## src/rtl/ctrl_pipe.sv

```systemverilog
// ctrl_pipe: pipelined control unit for the five-stage MIPS core.
// Decodes the D-stage instruction once, carries the resulting control bundle
// through E/M/W stage registers, and computes the D-stage stall from
// Tuse/Tnew register-dependency timing plus a multiply/divide busy counter.
module ctrl_pipe #(
  parameter int MULT_CYCLES = 5,
  parameter int DIV_CYCLES  = 10,
  parameter int CNT_W       = 4
) (
  input  logic        clk,
  input  logic        reset,
  input  logic [31:0] instr_d,
  output logic        stall,
  output logic [2:0]  d_pc_sel,
  output logic [1:0]  d_ext_sel,
  output logic [2:0]  d_branch_sel,
  output logic [3:0]  e_alu_sel,
  output logic        e_alu_a_shamt,
  output logic        e_alu_b_imm,
  output logic [2:0]  e_mdu_sel,
  output logic        e_mdu_start,
  output logic        e_mdu_rd_hi,
  output logic        e_mdu_to_result,
  output logic        m_dm_we,
  output logic [1:0]  m_store_type,
  output logic [2:0]  m_load_type,
  output logic        w_grf_we,
  output logic [1:0]  w_grf_wd_sel,
  output logic [4:0]  w_grf_a3,
  output logic        mdu_busy
);

  // Opcodes
  localparam logic [5:0] OP_SPECIAL = 6'h00, OP_REGIMM = 6'h01, OP_J    = 6'h02,
                         OP_JAL     = 6'h03, OP_BEQ    = 6'h04, OP_BNE  = 6'h05,
                         OP_BLEZ    = 6'h06, OP_BGTZ   = 6'h07, OP_ADDI = 6'h08,
                         OP_ADDIU   = 6'h09, OP_SLTI   = 6'h0a, OP_SLTIU = 6'h0b,
                         OP_ANDI    = 6'h0c, OP_ORI    = 6'h0d, OP_XORI = 6'h0e,
                         OP_LUI     = 6'h0f, OP_LB     = 6'h20, OP_LH   = 6'h21,
                         OP_LW      = 6'h23, OP_LBU    = 6'h24, OP_LHU  = 6'h25,
                         OP_SB      = 6'h28, OP_SH     = 6'h29, OP_SW   = 6'h2b;

  // SPECIAL function codes
  localparam logic [5:0] F_SLL  = 6'h00, F_SRL  = 6'h02, F_SRA   = 6'h03,
                         F_SLLV = 6'h04, F_SRLV = 6'h06, F_SRAV  = 6'h07,
                         F_JR   = 6'h08, F_JALR = 6'h09, F_MFHI  = 6'h10,
                         F_MTHI = 6'h11, F_MFLO = 6'h12, F_MTLO  = 6'h13,
                         F_MULT = 6'h18, F_MULTU = 6'h19, F_DIV  = 6'h1a,
                         F_DIVU = 6'h1b, F_ADD  = 6'h20, F_ADDU  = 6'h21,
                         F_SUB  = 6'h22, F_SUBU = 6'h23, F_AND   = 6'h24,
                         F_OR   = 6'h25, F_XOR  = 6'h26, F_NOR   = 6'h27,
                         F_SLT  = 6'h2a, F_SLTU = 6'h2b;

  localparam logic [3:0] ALU_ADD = 4'd0, ALU_SUB = 4'd1, ALU_AND = 4'd2, ALU_OR  = 4'd3,
                         ALU_XOR = 4'd4, ALU_NOR = 4'd5, ALU_SLL = 4'd6, ALU_SRL = 4'd7,
                         ALU_SRA = 4'd8, ALU_SLT = 4'd9, ALU_SLTU = 4'd10;

  localparam logic [2:0] MDU_MULT = 3'd1, MDU_MULTU = 3'd2, MDU_DIV = 3'd3,
                         MDU_DIVU = 3'd4, MDU_MTHI  = 3'd5, MDU_MTLO = 3'd6;

  localparam logic [1:0] WD_ALU = 2'd0, WD_DM = 2'd1, WD_EXT = 2'd2, WD_PC8 = 2'd3;

  // Tuse value meaning "register not read"; larger than any Tnew so it never stalls.
  localparam logic [1:0] TUSE_NONE = 2'd3;

  // Control carried into E; tnew is the cycles until the result exists.
  typedef struct packed {
    logic [3:0] alu_sel;
    logic       alu_a_shamt;
    logic       alu_b_imm;
    logic [2:0] mdu_sel;
    logic       mdu_start;
    logic       mdu_rd_hi;
    logic       mdu_to_result;
    logic       dm_we;
    logic [1:0] store_type;
    logic [2:0] load_type;
    logic       grf_we;
    logic [1:0] wd_sel;
    logic [4:0] a3;
    logic [1:0] tnew;
  } e_ctrl_t;

  typedef struct packed {
    logic       dm_we;
    logic [1:0] store_type;
    logic [2:0] load_type;
    logic       grf_we;
    logic [1:0] wd_sel;
    logic [4:0] a3;
    logic [1:0] tnew;
  } m_ctrl_t;

  typedef struct packed {
    logic       grf_we;
    logic [1:0] wd_sel;
    logic [4:0] a3;
  } w_ctrl_t;

  logic [5:0] op, funct;
  logic [4:0] rs, rt, rd;

  assign op    = instr_d[31:26];
  assign rs    = instr_d[25:21];
  assign rt    = instr_d[20:16];
  assign rd    = instr_d[15:11];
  assign funct = instr_d[5:0];

  e_ctrl_t          dec;
  logic [2:0]       pc_sel, branch_sel;
  logic [1:0]       ext_sel;
  logic [1:0]       tuse_rs, tuse_rt;
  logic             is_md, r_alu, i_alu;

  e_ctrl_t          e_d, e_q;
  m_ctrl_t          m_d, m_q;
  w_ctrl_t          w_d, w_q;
  logic [CNT_W-1:0] cnt_d, cnt_q;
  logic             stall_e, stall_m, stall_md;

  // Instruction decode: D-side selects, E bundle, and per-source Tuse.
  always_comb begin
    // NOTE: every combinational output gets a default first so no path leaves it unassigned (no latch).
    dec        = '0;
    pc_sel     = 3'd0;
    ext_sel    = 2'd0;
    branch_sel = 3'd0;
    tuse_rs    = TUSE_NONE;
    tuse_rt    = TUSE_NONE;
    is_md      = 1'b0;
    r_alu      = 1'b0;
    i_alu      = 1'b0;
    case (op)
      OP_SPECIAL: begin
        // The all-zero word is the canonical nop; any other funct-0 word is a real sll.
        if (instr_d != 32'h0) begin
          case (funct)
            F_ADD, F_ADDU: begin r_alu = 1'b1; dec.alu_sel = ALU_ADD; end
            F_SUB, F_SUBU: begin r_alu = 1'b1; dec.alu_sel = ALU_SUB; end
            F_AND:  begin r_alu = 1'b1; dec.alu_sel = ALU_AND; end
            F_OR:   begin r_alu = 1'b1; dec.alu_sel = ALU_OR;  end
            F_XOR:  begin r_alu = 1'b1; dec.alu_sel = ALU_XOR; end
            F_NOR:  begin r_alu = 1'b1; dec.alu_sel = ALU_NOR; end
            F_SLT:  begin r_alu = 1'b1; dec.alu_sel = ALU_SLT; end
            F_SLTU: begin r_alu = 1'b1; dec.alu_sel = ALU_SLTU; end
            F_SLL:  begin r_alu = 1'b1; dec.alu_sel = ALU_SLL; dec.alu_a_shamt = 1'b1; end
            F_SRL:  begin r_alu = 1'b1; dec.alu_sel = ALU_SRL; dec.alu_a_shamt = 1'b1; end
            F_SRA:  begin r_alu = 1'b1; dec.alu_sel = ALU_SRA; dec.alu_a_shamt = 1'b1; end
            F_SLLV: begin r_alu = 1'b1; dec.alu_sel = ALU_SLL; end
            F_SRLV: begin r_alu = 1'b1; dec.alu_sel = ALU_SRL; end
            F_SRAV: begin r_alu = 1'b1; dec.alu_sel = ALU_SRA; end
            F_JR: begin
              pc_sel  = 3'd3;
              tuse_rs = 2'd0;
            end
            F_JALR: begin
              pc_sel     = 3'd3;
              tuse_rs    = 2'd0;
              dec.grf_we = 1'b1;
              dec.a3     = rd;
              dec.wd_sel = WD_PC8;
            end
            F_MULT, F_MULTU, F_DIV, F_DIVU: begin
              dec.mdu_sel   = (funct == F_MULT)  ? MDU_MULT  :
                              (funct == F_MULTU) ? MDU_MULTU :
                              (funct == F_DIV)   ? MDU_DIV   : MDU_DIVU;
              dec.mdu_start = 1'b1;
              tuse_rs       = 2'd1;
              tuse_rt       = 2'd1;
              is_md         = 1'b1;
            end
            F_MTHI, F_MTLO: begin
              dec.mdu_sel   = (funct == F_MTHI) ? MDU_MTHI : MDU_MTLO;
              dec.mdu_start = 1'b1;
              tuse_rs       = 2'd1;
              is_md         = 1'b1;
            end
            F_MFHI, F_MFLO: begin
              dec.mdu_rd_hi     = (funct == F_MFHI);
              dec.mdu_to_result = 1'b1;
              dec.grf_we        = 1'b1;
              dec.a3            = rd;
              dec.tnew          = 2'd1;
              is_md             = 1'b1;
            end
            default: ;
          endcase
        end
      end
      OP_ADDI, OP_ADDIU: begin i_alu = 1'b1; dec.alu_sel = ALU_ADD; end
      OP_SLTI:  begin i_alu = 1'b1; dec.alu_sel = ALU_SLT; end
      OP_SLTIU: begin i_alu = 1'b1; dec.alu_sel = ALU_SLTU; end
      OP_ANDI:  begin i_alu = 1'b1; dec.alu_sel = ALU_AND; ext_sel = 2'd1; end
      OP_ORI:   begin i_alu = 1'b1; dec.alu_sel = ALU_OR;  ext_sel = 2'd1; end
      OP_XORI:  begin i_alu = 1'b1; dec.alu_sel = ALU_XOR; ext_sel = 2'd1; end
      OP_LUI: begin
        ext_sel    = 2'd2;
        dec.grf_we = 1'b1;
        dec.a3     = rt;
        dec.wd_sel = WD_EXT;
      end
      OP_BEQ, OP_BNE: begin
        pc_sel     = 3'd1;
        branch_sel = (op == OP_BEQ) ? 3'd0 : 3'd1;
        tuse_rs    = 2'd0;
        tuse_rt    = 2'd0;
      end
      OP_BLEZ, OP_BGTZ: begin
        pc_sel     = 3'd1;
        branch_sel = (op == OP_BLEZ) ? 3'd2 : 3'd3;
        tuse_rs    = 2'd0;
      end
      OP_REGIMM: begin
        if (rt == 5'd0 || rt == 5'd1) begin
          pc_sel     = 3'd1;
          branch_sel = (rt == 5'd0) ? 3'd4 : 3'd5;
          tuse_rs    = 2'd0;
        end
      end
      OP_J: pc_sel = 3'd2;
      OP_JAL: begin
        pc_sel     = 3'd2;
        dec.grf_we = 1'b1;
        dec.a3     = 5'd31;
        dec.wd_sel = WD_PC8;
      end
      OP_LW, OP_LH, OP_LHU, OP_LB, OP_LBU: begin
        dec.alu_b_imm = 1'b1;
        dec.grf_we    = 1'b1;
        dec.a3        = rt;
        dec.wd_sel    = WD_DM;
        dec.tnew      = 2'd2;
        dec.load_type = (op == OP_LW)  ? 3'd0 :
                        (op == OP_LH)  ? 3'd1 :
                        (op == OP_LHU) ? 3'd2 :
                        (op == OP_LB)  ? 3'd3 : 3'd4;
        tuse_rs       = 2'd1;
      end
      OP_SW, OP_SH, OP_SB: begin
        dec.alu_b_imm  = 1'b1;
        dec.dm_we      = 1'b1;
        dec.store_type = (op == OP_SW) ? 2'd0 : (op == OP_SH) ? 2'd1 : 2'd2;
        tuse_rs        = 2'd1;
        tuse_rt        = 2'd2;
      end
      default: ;
    endcase

    // Common fields of the register-register and register-immediate ALU groups.
    if (r_alu) begin
      dec.grf_we = 1'b1;
      dec.a3     = rd;
      dec.tnew   = 2'd1;
      tuse_rt    = 2'd1;
      if (!dec.alu_a_shamt) tuse_rs = 2'd1;
    end
    if (i_alu) begin
      dec.grf_we    = 1'b1;
      dec.a3        = rt;
      dec.tnew      = 2'd1;
      dec.alu_b_imm = 1'b1;
      tuse_rs       = 2'd1;
    end
  end

  // Hazard detection: operand needed before the producer in E or M can supply it.
  always_comb begin
    stall_e  = e_q.grf_we && (e_q.a3 != 5'd0) &&
               (((e_q.a3 == rs) && (tuse_rs < e_q.tnew)) ||
                ((e_q.a3 == rt) && (tuse_rt < e_q.tnew)));
    stall_m  = m_q.grf_we && (m_q.a3 != 5'd0) &&
               (((m_q.a3 == rs) && (tuse_rs < m_q.tnew)) ||
                ((m_q.a3 == rt) && (tuse_rt < m_q.tnew)));
    stall_md = is_md && ((cnt_q != '0) || e_q.mdu_start);
    stall    = stall_e || stall_m || stall_md;
  end

  // Next-stage bundles: a stall turns E into a bubble, M and W always advance.
  always_comb begin
    e_d            = stall ? '0 : dec;
    m_d.dm_we      = e_q.dm_we;
    m_d.store_type = e_q.store_type;
    m_d.load_type  = e_q.load_type;
    m_d.grf_we     = e_q.grf_we;
    m_d.wd_sel     = e_q.wd_sel;
    m_d.a3         = e_q.a3;
    m_d.tnew       = (e_q.tnew != 2'd0) ? e_q.tnew - 2'd1 : 2'd0;
    w_d.grf_we     = m_q.grf_we;
    w_d.wd_sel     = m_q.wd_sel;
    w_d.a3         = m_q.a3;
  end

  // Busy counter: reload when mult/div leaves E, otherwise count down to zero.
  always_comb begin
    cnt_d = cnt_q;
    if (e_q.mdu_sel == MDU_MULT || e_q.mdu_sel == MDU_MULTU)
      cnt_d = CNT_W'(MULT_CYCLES);
    else if (e_q.mdu_sel == MDU_DIV || e_q.mdu_sel == MDU_DIVU)
      cnt_d = CNT_W'(DIV_CYCLES);
    else if (cnt_q != '0)
      cnt_d = cnt_q - CNT_W'(1);
  end

  // Stage registers and busy counter, cleared by synchronous reset.
  always_ff @(posedge clk) begin
    // NOTE: non-blocking assignments so every register samples pre-edge values.
    if (reset) begin
      e_q   <= '0;
      m_q   <= '0;
      w_q   <= '0;
      cnt_q <= '0;
    end else begin
      e_q   <= e_d;
      m_q   <= m_d;
      w_q   <= w_d;
      cnt_q <= cnt_d;
    end
  end

  assign d_pc_sel        = pc_sel;
  assign d_ext_sel       = ext_sel;
  assign d_branch_sel    = branch_sel;
  assign e_alu_sel       = e_q.alu_sel;
  assign e_alu_a_shamt   = e_q.alu_a_shamt;
  assign e_alu_b_imm     = e_q.alu_b_imm;
  assign e_mdu_sel       = e_q.mdu_sel;
  assign e_mdu_start     = e_q.mdu_start;
  assign e_mdu_rd_hi     = e_q.mdu_rd_hi;
  assign e_mdu_to_result = e_q.mdu_to_result;
  assign m_dm_we         = m_q.dm_we;
  assign m_store_type    = m_q.store_type;
  assign m_load_type     = m_q.load_type;
  assign w_grf_we        = w_q.grf_we;
  assign w_grf_wd_sel    = w_q.wd_sel;
  assign w_grf_a3        = w_q.a3;
  assign mdu_busy        = (cnt_q != '0);

endmodule
```

## config.mk

```make
export PLATFORM = sky130hd
export DESIGN_NAME = ctrl_pipe
export DESIGN_NICKNAME = d
export VERILOG_FILES = /design/src/rtl/ctrl_pipe.sv
export SDC_FILE = /design/constraint.sdc
export NUM_CORES = 1
export LEC_CHECK = 0
export BUFFER_PORTS_ARGS = -buffer_cell sky130_fd_sc_hd__buf_2
export CORE_AREA = 2 2 92 94
export CTS_CLUSTER_SIZE = 8
export DETAILED_ROUTE_END_ITERATION = 12
export DIE_AREA = 0 0 94 96
export GPL_ROUTABILITY_DRIVEN = 0
export PLACE_DENSITY = 0.65
export SLEW_MARGIN = 20
export SYNTH_ARGS = -nofsm -noshare
export SYNTH_HDL_FRONTEND = slang
export SYNTH_SLANG_ARGS = --single-unit
```

## constraint.sdc

```tcl
create_clock -name clk -period 7.3 [get_ports clk]
set_input_delay 0.365 -clock clk [delete_from_list [all_inputs] [get_ports clk]]
set_output_delay 0.365 -clock clk [all_outputs]
set_load 0.05 [all_outputs]
```

==> results of run 1 <==
[layer usage]
metal | global-route usage [%] | up-vias | part of all wire, %
met4 | 5.80 | 0 | 1.9
met5 | 0 | - | 0
li1 | - | 1456 | -
met2 | 30.0 | 105 | 47
met3 | 2.82 | 12 | 5.5
met1 | 23.5 | 1310 | 45
[final timing paths]
kind,startpoint,endpoint,slack (ns),cells after the start
worst max-delay path,instr_d[30],stall,3.50,12
worst min-delay path,instr_d[11],e_q[2],0.32,3
worst max register to register,cnt_q[0],e_q[2],4.99,8
worst min register to register,m_q[7],w_grf_wd_sel[0],0.44,1
[layout make-up]
cell class	count	area [um^2]
clock buffers	6	72.6
clock inverters	2	38.8
fillers	830	4420
inverters	11	41.3
multi-input cells	294	1890
flip-flops and latches	56	1120
well taps	105	131
repair buffers	68	340
[where the power goes]
group	switching [uW]	internal [uW]	total (uW)	leakage (uW)
clock	105	104	209	0.0000558
sequential	8.62	319	327	0.000454
combinational	114	65.8	179	0.000966
[cells by family after synthesis]
group,share of synthesized area [%]
flip-flops,34.3
multiplexers,0.307
buffers and inverters,7.89
XOR/XNOR,6.70
adder cells (fa/ha/maj),2.22
other,0.115
AND/OR/NAND/NOR,33.5
AO/OA/AOI/OAI,14.9
[synthesized netlist by cell type (all sizes together) (3+ instances only)]
cell type | instances | area (um^2)
ha | 5 | 62.6
nand3 | 13 | 65.1
a21oi | 21 | 105
o21ai | 16 | 80.1
nand4 | 6 | 37.5
and3 | 5 | 31.3
and3b | 3 | 26.3
inv | 11 | 41.3
a221oi | 3 | 32.5
buf | 24 | 168
clkbuf | 13 | 48.8
dfxtp | 56 | 1120
a211oi | 6 | 60.1
nor3 | 36 | 265
and2 | 3 | 18.8
a31oi | 7 | 43.8
nor4 | 11 | 75.1
nand2b | 13 | 81.3
xnor2 | 16 | 140
xor2 | 9 | 78.8
or4 | 3 | 26.3
nor2b | 27 | 169
a21o | 3 | 22.5
nor2 | 31 | 116
nand2 | 31 | 119
[registers in the layout (all words and copies together) (netlist names)]
| signal | cells |
|---|---|
| e_mdu_to_result | 1 |
| cnt_q | 4 |
| w_grf_wd_sel | 2 |
| e_alu_sel | 4 |
| e_mdu_start | 1 |
| e_alu_b_imm | 1 |
| m_store_type | 2 |
| m_dm_we | 1 |
| e_mdu_sel | 3 |
| e_alu_a_shamt | 1 |
| e_mdu_rd_hi | 1 |
| e_q | 16 |
| w_grf_a3 | 5 |
| m_q | 10 |
| w_grf_we | 1 |
| m_load_type | 3 |
[worst max-delay path, cell delays in order]
cell and delay, ns:
buf_2 0.18, or4_4 0.60, nor3_2 0.23, o21ai_1 0.27
a21oi_1 0.19, a21oi_1 0.09, ha_1 0.24, nor4_1 0.26
nand2_1 0.15, o211ai_4 0.40, nand2b_1 0.19, buf_2 0.26
[per-stage QoR]
stage	cells	hold WS, ns	cell area (um^2)	util [%]
after detailed placement	534	0.425	3520	43.7
after global routing	542	0.326	3630	45.1
after CTS	542	0.318	3630	45.1
after floorplan	398	0.414	3270	-
after global placement	534	0.418	3520	43.7
final	542	0.324	3630	45.1
==> Implementation_results.wiki, run 1 <==
{| class="wikitable"
! Metric !! Value
|-
| Worst setup SP type || primary input
|-
| Worst Path Class, Setup || primary input to output port
|-
| Final Worst Setup Slack || 3.50 ns
|-
| NumNets Final || ~480
|-
| Clock insertion delay at the later pin of the skew report || about 0.31 ns
|-
| Hold WC Path Type || primary input to register
|-
| Count of final setup violators || 0
|-
| VDD IR-drop max || a little over 0.1 mV
|-
| Fin Clk Skew || between 0.007 and 0.008 ns
|-
| Total gr overflow || 0
|-
| Arrival @ worst endpoint || roughly 3.4 ns
|-
| Leakage power of the design || about 0.0015 uW
|-
| Post-CTS sizing || 0
|-
| Number of warnings issued by yosys || 0
|-
| Buffer cell driving the clock tree root || clkbuf_8
|-
| DPL Wire Length || between 6000 and 7000 um
|-
| Normalized max-slew margin || about 38%
|-
| Count of final hold-check violations || 0
|-
| Transition time at the pin with the least slew margin || around 0.93 ns
|-
| Count of buffers from port buffering || 68
|-
| Synth Area per Inst || 8.21 um^2
|-
| Largest net degree at the start of global routing || 32
|-
| Number of enable-type register cells in the synthesized netlist || 0
|-
| Area growth from synthesis to final layout || 11.2%
|-
| Clock transition at the register clock pins on the worst setup and hold paths after CTS || roughly 0.1 ns
|-
| Post-synthesis register bit count || between 50 and 60
|-
| Global-route wire length before repair || approximately 13000 um
|-
| Number of maximum-capacitance constraint violations || 0
|-
| Total Neg Setup Slack || 0 ns
|-
| DRC marker count from the first detailed-route iteration || between 150 and 200
|-
| Number of routed nets with antenna violations || 0
|-
| Power density over cell area || 197 nW/um^2
|-
| Initial antenna violation count || 0
|-
| Total Power || 716 uW
|-
| Cells after Synth || 398
|-
| Fin crit period || 3.80 ns
|-
| Top achievable clock speed || 0.263 GHz
|-
| Area of the placeable core || between 8000 and 9000 um^2
|-
| Standard-cell row count || 33
|-
| # IOs || 70
|-
| Gr usage total || ~18%
|-
| Critical path data required time || just under 7 ns
|-
| Yosys cell types || 57
|-
| Portion of the clock cycle consumed by the worst path in the final layout || about 52%
|-
| CTS tree || built
|-
| Effective utilization at floorplan || approximately two fifths
|-
| Worst setup EP type || output port
|-
| CTS Sinks || 56
|-
| H-tree depth reported by CTS || 2
|-
| Result of the run || completed
|-
| Count of vias placed by the detailed router || roughly 2900
|-
| DR pass1 iterations || 5
|-
| Number of buffers added by the clock tree synthesis step || 5
|-
| Fraction of synthesis flops using an asynchronous set or reset pin || 0%
|-
| Commonest cells after routing, fill and taps aside || buf_2 (68), dfxtp_1 (56), nor2_1 (31)
|-
| RSZ-0062 raised after global routing || no
|-
| Top fanout value on the critical path || 26
|-
| Average wire length per cell after detail routing || between 10 and 15 um
|-
| Worst Setup Slack post-DPL || approximately 3.5 ns
|-
| Max-slew violation total from the final report || 0
|-
| Maximum buffer depth of the clock tree || 2
|-
| Share of final-layout standard cells stronger than drive strength 1 || between 20% and 30%
|-
| Mapped Nets || around 440
|-
| Die outline area || between 9000 and 10000 um^2
|-
| Post-synth top flop || dfxtp_1
|-
| Die W || about 94 um
|-
| Post-synthesis instance area || between 3000 and 4000 um^2
|-
| Sequential area share after synthesis || 34.3%
|-
| Routed wire length || about 8000 um
|-
| Post-CTS setup buffers || 0
|-
| Via count normalized by instance count || ~5.3
|-
| Most common cell after layout, fill and taps aside || buf_2
|-
| DRC violation count after routing || 0
|-
| Die height || around 96 um
|-
| # diodes || 0
|-
| Via count of the first global-routing pass || between 2000 and 3000
|-
| Hold buffer count at cts || 0
|}
Note: power is estimated with default switching activity, not from simulation.
==> run 2: changes to the inputs <==
==> constraint.sdc (replaced) <==
create_clock -name clk -period 3.8 [get_ports clk]
set_input_delay 0.19 -clock clk [delete_from_list [all_inputs] [get_ports clk]]
set_output_delay 0.19 -clock clk [all_outputs]
set_load 0.05 [all_outputs]
==> run 2 against run 1 <==
Effect of this change:
- final cell count increased by 0.37%
- non-clock buffer count up 2
- sequential share of layout area is 0.053 points higher
- clock skew up 0.0037 ns
==> Implementation_results.wiki, run 2 (synthesis gave the netlist of run 1 again) <==
{| class="wikitable"
! Metric !! Value
|-
| Initial antenna violation count || 0 (unchanged)
|-
| Transition time at the pin with the least slew margin || 0.773 ns (-0.155 ns)
|-
| Top achievable clock speed || 0.309 GHz
|-
| VDD IR-drop max || 0.132 mV (+28%)
|-
| Number of buffers added by the clock tree synthesis step || 5 (unchanged)
|-
| Normalized max-slew margin || 48.0% (+10 points)
|-
| Via count of the first global-routing pass || 2659 (+1.3%)
|-
| Reg-to-Reg Start || cnt_q[0]
|-
| Flip-flop count of the largest register, all copies and words added || 16 (unchanged)
|-
| NumNets Final || 477 (+0.42%)
|-
| Hold WC Path Type || primary input to register
|-
| Largest Register || e_q
|-
| Number of placed cells counting well taps || 536 (+0.37%)
|-
| Most common cell after layout, fill and taps aside || buf_2
|-
| Arrival @ worst endpoint || 3.04 ns (-0.40 ns)
|-
| Total Neg Setup Slack || 0 ns (unchanged)
|-
| Buffer cell driving the clock tree root || clkbuf_8
|-
| Largest net degree at the start of global routing || 32 (unchanged)
|-
| Post-CTS sizing || 0 (unchanged)
|-
| H-tree depth reported by CTS || 2 (unchanged)
|-
| Final hold slack || 0.143 ns (-0.180 ns)
|-
| CTS tree || built
|-
| Average wire length per cell after detail routing || 14.7 um (-1.8%)
|-
| Reg2Reg Capture Point || e_q[2]
|-
| # IOs || 70 (unchanged)
|-
| Result of the run || completed
|-
| Power density over cell area || 360 nW/um^2 (+83%)
|-
| DRC marker count from the first detailed-route iteration || 281 (+51%)
|-
| Total Power || 1300 uW (+82%)
|-
| Worst setup SP type || primary input
|-
| Worst setup path endpoint || stall
|-
| Leakage power of the design || 0.00148 uW (about the same)
|-
| Share of final-layout standard cells stronger than drive strength 1 || 23.9% (+0.58 points)
|-
| Die W || 94 um (unchanged)
|-
| Top fanout value on the critical path || 14 (-46%)
|-
| Die height || 96 um (unchanged)
|-
| R2R cell count || 8 (unchanged)
|-
| Area growth from synthesis to final layout || 11.0%
|-
| Final Worst Setup Slack || 0.567 ns (-2.93 ns)
|-
| Portion of the clock cycle consumed by the worst path in the final layout || a little under nine tenths
|-
| DRC violation count after routing || 0 (unchanged)
|-
| Count of vias placed by the detailed router || 2960 (+2.7%)
|-
| Worst Setup Slack post-DPL || 0.587 ns (-2.94 ns)
|-
| Effective utilization at floorplan || 40.6% (unchanged)
|-
| Standard-cell row count || 33 (unchanged)
|-
| Hold buffer count at cts || 0 (unchanged)
|-
| Critical path data required time || 3.61 ns (-3.32 ns)
|-
| Area of the placeable core || 8050 um^2 (unchanged)
|-
| Fin Clk Skew || 0.0112 ns (+0.00373 ns)
|-
| Number of routed nets with antenna violations || 0 (unchanged)
|-
| Clock transition at the register clock pins on the worst setup and hold paths after CTS || 0.11 ns (about the same)
|-
| Via count normalized by instance count || 5.44 (+2.3%)
|-
| Max-slew violation total from the final report || 0 (unchanged)
|-
| # diodes || 0 (unchanged)
|-
| Setup crit start || instr_d[30]
|-
| Count of final hold-check violations || 0 (unchanged)
|-
| Commonest cells after routing, fill and taps aside || buf_2 (68), dfxtp_1 (56), nor2_1 (31)
|-
| Post-CTS setup buffers || 0 (unchanged)
|-
| Worst reg-to-reg setup slack || 1.46 ns (-3.53 ns)
|-
| Gr usage total || 18.2% (+0.33 points)
|-
| CTS Sinks || 56 (unchanged)
|-
| Count of final setup violators || 0 (unchanged)
|-
| Total gr overflow || 0 (unchanged)
|-
| Worst setup EP type || output port
|-
| Routed wire length || 8000 um (-1.5%)
|-
| Maximum buffer depth of the clock tree || 2 (unchanged)
|-
| Count of buffers from port buffering || 68 (unchanged)
|-
| Worst Path Class, Setup || primary input to output port
|-
| Number of maximum-capacitance constraint violations || 0 (unchanged)
|-
| Die outline area || 9020 um^2 (unchanged)
|-
| DR pass1 iterations || 5 (unchanged)
|-
| Final Non-Filler Cells || 544 (+0.37%)
|-
| RSZ-0062 raised after global routing || no
|-
| Fin crit period || roughly 3.2 ns
|-
| Global-route wire length before repair || 12900 um (+1.7%)
|-
| Clock insertion delay at the later pin of the skew report || 0.31 ns (about the same)
|-
| DPL Wire Length || 6160 um (+0.68%)
|}
run 2: cell count changes in the layout (fill, tap and decap cells not counted), sizes merged:
cell	delta
buf	+2
bufinv	-1
clkbuf	-1
clkinv	+1
clkinvlp	+1
run 2: layout make-up:
type,instances,area [um^2]
clock buffer,5,68.8
clock inverter,3,21.3
fill,823,4430
inverter,11,41.3
multi-input combinational,294,1890
sequential,56,1120
tap,105,131
timing repair buffer,70,355
run 2: report_power, final:
group,internal (uW),switching [uW],leakage [uW]
Combinational,127,219,0.000977
Sequential,612,16.0,0.000454
Clock,131,199,0.0000445
Total,870,434,0.00148
run 2: metal layers:
layer | track usage, % | wire (um)
met5 | 0 | 0
met4 | 5.80 | 142
met3 | 2.74 | 499
met2 | 29.5 | 3750
met1 | 24.9 | 3610
run 2: worst min-delay path by stage:
stage                           start      to  cells after the start
after floorplan           instr_d[11]  e_q[2]                      2
after global placement         e_q[7]  m_q[7]                      1
after detailed placement       e_q[8]  m_q[8]                      1
after CTS                 instr_d[14]  e_q[5]                      3
after global routing      instr_d[12]  e_q[3]                      3
final                     instr_d[14]  e_q[5]                      3
run 2: critical path, stage by stage:
cell      delay (ns)
buf_2           0.18
or4_4           0.60
nor3_2          0.21
o21ai_1         0.26
a21oi_1         0.20
a21oi_1         0.09
ha_1            0.24
nor4_1          0.28
nand2_1         0.15
o211ai_4        0.22
nand2b_1        0.16
buf_2           0.25
run 2: through the flow:
step,instance area [um^2],utilization (%)
final,3630,45.0
after global routing,3630,45.0
after CTS,3630,45.0
after detailed placement,3540,43.9
after global placement,3540,43.9
after floorplan,3270,-
